[src/rtl/parking_lot_ctrl_pkg.sv]
// Shared types and constants for the parking-lot controller: gate FSM states,
// sensor-pair encodings and parameter range checks.
package pklot_pkg;

    typedef enum logic [2:0] {
        S_IDLE     = 3'd0,
        S_A_ON     = 3'd1,
        S_B_ON     = 3'd2,
        S_IN_BOTH  = 3'd3,
        S_OUT_BOTH = 3'd4,
        S_IN_B     = 3'd5,
        S_OUT_A    = 3'd6
    } gate_state_e;

    // Sensor pair as {a, b}: a is the outer beam, b the inner beam.
    localparam logic [1:0] AB_CLR  = 2'b00;
    localparam logic [1:0] AB_B    = 2'b01;
    localparam logic [1:0] AB_A    = 2'b10;
    localparam logic [1:0] AB_BOTH = 2'b11;

    function automatic bit num_gates_ok(input int n);
        return (n >= 1) && (n <= 8);
    endfunction

    function automatic bit capacity_ok(input int c);
        return (c >= 1) && (c <= 1023);
    endfunction

endpackage

[src/rtl/parking_lot_ctrl_gate_dir_fsm.sv]
// One gate's direction decoder: turns the outer/inner beam sequence into
// registered single-cycle enter, exit and seq_err pulses.
module gate_dir_fsm
    import pklot_pkg::*;
(
    input  logic       clk,
    input  logic       reset,
    input  logic [1:0] ab,
    output logic       enter,
    output logic       exit,
    output logic       seq_err
);

    gate_state_e state_q;

    always_ff @(posedge clk or negedge reset) begin
        if (!reset) begin
            state_q <= S_IDLE;
            enter   <= 1'b0;
            exit    <= 1'b0;
            seq_err <= 1'b0;
        end else begin
            enter   <= 1'b0;
            exit    <= 1'b0;
            seq_err <= 1'b0;
            case (state_q)
                S_IDLE: case (ab)
                    AB_A:    state_q <= S_A_ON;
                    AB_B:    state_q <= S_B_ON;
                    AB_BOTH: seq_err <= 1'b1;
                    default: ;
                endcase
                S_A_ON: case (ab)
                    AB_CLR:  state_q <= S_IDLE;
                    AB_BOTH: state_q <= S_IN_BOTH;
                    AB_B:    seq_err <= 1'b1;
                    default: ;
                endcase
                S_B_ON: case (ab)
                    AB_CLR:  state_q <= S_IDLE;
                    AB_BOTH: state_q <= S_OUT_BOTH;
                    AB_A:    seq_err <= 1'b1;
                    default: ;
                endcase
                S_IN_BOTH: case (ab)
                    AB_A:    state_q <= S_A_ON;
                    AB_B:    state_q <= S_IN_B;
                    AB_CLR:  seq_err <= 1'b1;
                    default: ;
                endcase
                S_OUT_BOTH: case (ab)
                    AB_B:    state_q <= S_B_ON;
                    AB_A:    state_q <= S_OUT_A;
                    AB_CLR:  seq_err <= 1'b1;
                    default: ;
                endcase
                S_IN_B: case (ab)
                    AB_BOTH: state_q <= S_IN_BOTH;
                    AB_CLR: begin
                        state_q <= S_IDLE;
                        enter   <= 1'b1;
                    end
                    AB_A:    seq_err <= 1'b1;
                    default: ;
                endcase
                S_OUT_A: case (ab)
                    AB_BOTH: state_q <= S_OUT_BOTH;
                    AB_CLR: begin
                        state_q <= S_IDLE;
                        exit    <= 1'b1;
                    end
                    AB_B:    seq_err <= 1'b1;
                    default: ;
                endcase
                default: state_q <= S_IDLE;
            endcase
        end
    end

endmodule

[src/rtl/parking_lot_ctrl.sv]
// Multi-gate parking-lot controller: per-gate direction FSMs feeding one
// saturating occupancy counter. Define PKLOT_SYNC_EN to add 2-flop input synchronizers.
module parking_lot_ctrl
    import pklot_pkg::*;
#(
    parameter int NUM_GATES = 2,
    parameter int CAPACITY  = 16
) (
    input  logic                             clk,
    input  logic                             reset,
    input  logic [2*NUM_GATES-1:0]           ab,
    output logic [NUM_GATES-1:0]             enter,
    output logic [NUM_GATES-1:0]             exit,
    output logic [NUM_GATES-1:0]             seq_err,
    output logic [$clog2(CAPACITY+1)-1:0]    occupancy,
    output logic                             full,
    output logic                             empty,
    output logic                             cnt_err
);

    localparam int CNT_W = $clog2(CAPACITY + 1);
    localparam int PC_W  = $clog2(NUM_GATES + 1);
    localparam int SUM_W = CNT_W + 1 + PC_W;

    localparam logic [CNT_W-1:0]        CAP_C  = CNT_W'(CAPACITY);
    localparam logic signed [SUM_W-1:0] CAP_S  = SUM_W'(CAPACITY);
    localparam logic signed [SUM_W-1:0] ZERO_S = '0;

    if (!num_gates_ok(NUM_GATES)) begin : g_bad_num_gates
        $error("parking_lot_ctrl: NUM_GATES out of range 1..8");
    end
    if (!capacity_ok(CAPACITY)) begin : g_bad_capacity
        $error("parking_lot_ctrl: CAPACITY out of range 1..1023");
    end

    logic [2*NUM_GATES-1:0] ab_s;

`ifdef PKLOT_SYNC_EN
    logic [2*NUM_GATES-1:0] sync1_q;
    logic [2*NUM_GATES-1:0] sync2_q;

    always_ff @(posedge clk or negedge reset) begin
        if (!reset) begin
            sync1_q <= '0;
            sync2_q <= '0;
        end else begin
            sync1_q <= ab;
            sync2_q <= sync1_q;
        end
    end
    assign ab_s = sync2_q;
`else
    assign ab_s = ab;
`endif

    for (genvar g = 0; g < NUM_GATES; g++) begin : g_gate
        gate_dir_fsm u_fsm (
            .clk     (clk),
            .reset   (reset),
            .ab      (ab_s[2*g +: 2]),
            .enter   (enter[g]),
            .exit    (exit[g]),
            .seq_err (seq_err[g])
        );
    end

    logic [PC_W-1:0]         n_enter;
    logic [PC_W-1:0]         n_exit;
    logic signed [SUM_W-1:0] sum;
    logic [CNT_W-1:0]        occ_d, occ_q;
    logic                    sat_d, cnt_err_q;

    always_comb begin
        n_enter = '0;
        n_exit  = '0;
        for (int unsigned g = 0; g < NUM_GATES; g++) begin
            n_enter = n_enter + PC_W'(enter[g]);
            n_exit  = n_exit  + PC_W'(exit[g]);
        end
    end

    // Only the net change is range-checked, so a coincident enter/exit at full is silent.
    always_comb begin
        sum   = SUM_W'(occ_q) + SUM_W'(n_enter) - SUM_W'(n_exit);
        occ_d = sum[CNT_W-1:0];
        sat_d = 1'b0;
        if (sum < ZERO_S) begin
            occ_d = '0;
            sat_d = 1'b1;
        end else if (sum > CAP_S) begin
            occ_d = CAP_C;
            sat_d = 1'b1;
        end
    end

    always_ff @(posedge clk or negedge reset) begin
        if (!reset) begin
            occ_q     <= '0;
            cnt_err_q <= 1'b0;
        end else begin
            occ_q     <= occ_d;
            cnt_err_q <= sat_d;
        end
    end

    assign occupancy = occ_q;
    assign cnt_err   = cnt_err_q;
    assign full      = (occ_q == CAP_C);
    assign empty     = (occ_q == '0);

endmodule

[config.mk]
export PLATFORM = sky130hd
export DESIGN_NAME = parking_lot_ctrl
export DESIGN_NICKNAME = d
export VERILOG_FILES = /design/src/rtl/parking_lot_ctrl_pkg.sv /design/src/rtl/parking_lot_ctrl_gate_dir_fsm.sv /design/src/rtl/parking_lot_ctrl.sv
export SDC_FILE = /design/constraint.sdc
export NUM_CORES = 1
export LEC_CHECK = 0
export ABC_AREA = 1
export CORE_MARGIN = 2
export CORE_UTILIZATION = 45
export DETAILED_ROUTE_END_ITERATION = 8
export DONT_BUFFER_PORTS = 1
export PLACE_DENSITY = 0.72
export SYNTH_ARGS = -nofsm -noshare
export SYNTH_HDL_FRONTEND = slang
export SYNTH_SLANG_ARGS = --single-unit
[constraint.sdc]
create_clock -name clk -period 6.2 [get_ports clk]
set_input_delay 0.31 -clock clk [delete_from_list [all_inputs] [get_ports clk]]
set_output_delay 0.31 -clock clk [all_outputs]
set_load 0.02 [all_outputs]
==> metrics.md <==
| Metric | Value |
|---|---|
| Status | `finished clean` |
| Synth warnings | `0` |
| Synthesis-to-finish area growth | `2.320%` |
| Core area | `about 3300 sq um` |
| Setup crit end kind | `register` |
| Dpl ws | `approximately 3.4 ns` |
| Setup TNS | `0 ns` |
| Root buf cell | `clkbuf_4` |
| GRT Util Overall | `approximately 14%` |
| Clock transition at path regs | `approximately 0.1 ns` |
| GRT overflow | `0` |
| Relative slew slack | `about 47%` |
| Vias per inst | `approximately 5.0` |
| IO Port Bufs | `0` |
| Mux contribution to synthesized area | `0%` |
| Critical path class | `reg -> reg` |
| Number of global-route vias before repair | `1126` |
| Final Slew Violations | `0` |
| Power Density | `~360 nW/um^2` |
| Drt drc | `0` |
| Post-cts gate resize count | `0` |
| Final Hold Fails | `0` |
| GP Congestion | `~0.81` |
| Clock latency on the worst-skew pair | `0.29 ns` |
| Largest net degree at the start of global routing | `19` |
| Static Leakage | `between 0.8 and 0.9 nW` |
| Reg2Reg Depth | `12` |
| Global-route wire length before repair | `4.643 mm` |
| Synth Flop Type | `dfrtp_1` |
| XOR/XNOR share of the synthesized area | `0%` |
| Clock Sinks | `18` |
| Layout fillers | `~350` |
| Logic pwr share | `approximately 54%` |
| Rows | `21` |
| Clk_skew | `around 0.0026 ns` |
| DRT Wirelength | `2.587 mm` |
| Period utilisation layout | `a little under half` |
| CTS tree | `built` |
| Internal Pwr Total | `0.0003009 W` |
| Commonest cells in the netlist | `inv_1, nand2_1, ha_1, dfrtp_1, nand3_1` |
| Die height | `roughly 63 microns` |
| WHS | `0.3689 ns` |
| CTS Buffer Depth | `2` |
| Post-Syn Area | `about 1600 sq um` |
| CP required | `roughly 6.4 ns` |
| Tot Pwr | `between 0.0005 and 0.0006 W` |
| Unique masters post-synth | `28` |
| Critical path origin | `g_gate[0].u_fsm.exit` |
| Worst r2r src | `g_gate[0].u_fsm.exit` |
| Post-DP HPWL | `between 2 and 2.5 mm` |
| Hold path depth | `3` |
| Register share of total power | `33.9%` |
| Area contributors post-synth | `dfrtp_1, ha_1, inv_1, nand2_1, nand3_1` |
| Post-synthesis compound-gate area fraction | `a little over 8%` |
| Post-synthesis sequential area ratio | `~29%` |
| Post-DRT Antenna Nets | `0` |
| Post-Syn Instances | `just under 200` |
| Cts bufs inserted | `3` |
| Max FO, Critical Path | `4` |
| Min Tclk post-route | `between 2 and 3 ns` |
| EDFF count, synth | `0` |
| Die ar. | `approximately 4000 sq um` |
| NetSw | `0.0002825 W` |
| H-tree depth | `1` |
| Initial Util | `46.87%` |
| Worst vdd ir | `~0.11 mV` |
| Synthesized area per cell | `roughly 8.1 sq um` |
| Most frequent cell after synthesis | `inv_1` |
| Min-delay worst type | `in -> reg` |
| Post-synth ARST share | `100.0%` |
| Power share of the clock group | `between 10% and 20%` |
| Chip width | `between 60 and 70 microns` |
| ANT cells | `0` |
| CTS Hold Buffers Added | `1` |
| Top-area cell type share of the netlist area | `about 29%` |
| Max cap viols | `0` |
| Vias | `between 1k and 1.5k` |
| WP data arrival | `slightly above 3 ns` |
| #FFs+latches synth | `18` |
| Simple-gate area share of the yosys netlist | `25.52%` |
| Post-CTS Setup Repair Bufs | `0` |
| Fin nets | `~220` |
| Share of layout cells above drive strength 1 | `9.474%` |
| Initial antenna violation count | `0` |
| Startpoint types | `register` |
| Worst Slack Setup Final | `3.355 ns` |
| Final setup vio count | `0` |
| Hold path startpoint | `ab[3]` |
| RSZ-0062 raised after global routing | `no` |
| Slew @ Worst Pin | `roughly 0.79 ns` |
| DRT iter0 DRCs | `just under 90` |
| Wire per inst | `about 11 microns` |
| Largest area contributor in the netlist | `dfrtp_1` |
| Initial DRT Pass Iterations | `4` |
| Synth Net Count | `approximately 230` |
| Fmax | `~350 MHz` |
| Switching share of power | `roughly half` |
| Largest family of logic cells by synthesized area | `simple AND/OR/NAND/NOR gates` |
| Io pins | `20` |
| Post-synthesis adder-cell area fraction | `23.04%` |
==> state kept, by name, summed over array words and instances, names as in the netlist <==
register,cells
g_gate.u_fsm.state_q,6
occupancy,5
g_gate.u_fsm.enter,2
g_gate.u_fsm.exit,2
g_gate.u_fsm.seq_err,2
cnt_err,1
==> metrics by stage <==
step / cells / utilization [%] / cell area, sq um
after global routing: 236 / 47.96 / 1600
after CTS: 236 / 47.96 / 1600
after floorplan: 193 / - / 1564
after detailed placement: 231 / 46.57 / 1554
final: 236 / 47.96 / 1600
after global placement: 231 / 46.57 / 1554
==> critical path, stage by stage (launching register included) <==
cell     delay (ns)
dfrtp_1        0.47
inv_1          0.11
fa_1           0.54
inv_1          0.05
fa_1           0.35
inv_1          0.06
ha_1           0.17
fa_1           0.44
nor3b_1        0.23
nand2_1        0.07
nand3_1        0.09
nand3_2        0.09
nor2_1         0.10
==> routing by layer <==
| metal | track usage [%] | up-vias | wire length, microns | share of wire [%] |
|---|---|---|---|---|
| li1 | - | 597 | - | - |
| met1 | 17.91 | 549 | 1147 | 44 |
| met2 | 25.40 | 28 | 1304 | 50 |
| met3 | 1.622 | 4 | 101 | 3.9 |
| met4 | 5.833 | 0 | 34 | 1.3 |
| met5 | 0 | - | 0 | 0 |
==> worst paths after layout <==
| kind | to | slack, ns |
|---|---|---|
| min reg2reg | g_gate[0].u_fsm.state_q[1] | 0.62 |
| max in group asynchronous | g_gate[1].u_fsm.state_q[2] | 5.18 |
| min in group asynchronous | g_gate[0].u_fsm.enter | 0.53 |
| min | g_gate[1].u_fsm.seq_err | 0.37 |
| max | occupancy[0] | 3.36 |
| max reg2reg | occupancy[0] | 3.36 |
==> layout by cell type (no fill, tap or decap), types with 2 or more instances in the layout <==
cell       n
inv_1     38
nand2_1   30
ha_1      24
nand3_1   18
dfrtp_1   18
nor2_1    15
o211ai_1   7
nand2_2    5
o21ai_1    4
nor3_1     3
o21ai_0    3
fa_1       3
clkbuf_4   3
a22oi_1    2
nand2_4    2
a21oi_1    2
==> power groups by stage <==
| stage | Clock (W) | Sequential (W) | Combinational [W] |
|---|---|---|---|
| global route | 0.0000797 | 0.000204 | 0.000360 |
| floorplan | 0 | 0.000174 | 0.000303 |
| finish | 0.0000712 | 0.000198 | 0.000315 |
| detailed placement | 0 | 0.000201 | 0.000313 |
| global placement | 0 | 0.000200 | 0.000309 |
| CTS | 0.0000741 | 0.000198 | 0.000317 |
==> cell families after synthesis <==
group                    Yosys count
flip-flops                        18
buffers and inverters             48
adder cells (fa/ha/maj)           27
AO/OA/AOI/OAI                     20
AND/OR/NAND/NOR                   80
==> layout make-up <==
cell class | instances | area, sq um | area share (%)
inverters | 40 | 157.7 | 9.851
multi-input cells | 127 | 888.4 | 55.51
well taps | 46 | 57.56 | 3.597
repair buffers | 1 | 10.01 | 0.6255
clock buffers | 4 | 36.28 | 2.267
flip-flops and latches | 18 | 450.4 | 28.15
Note: power is estimated with default switching activity, not from simulation.
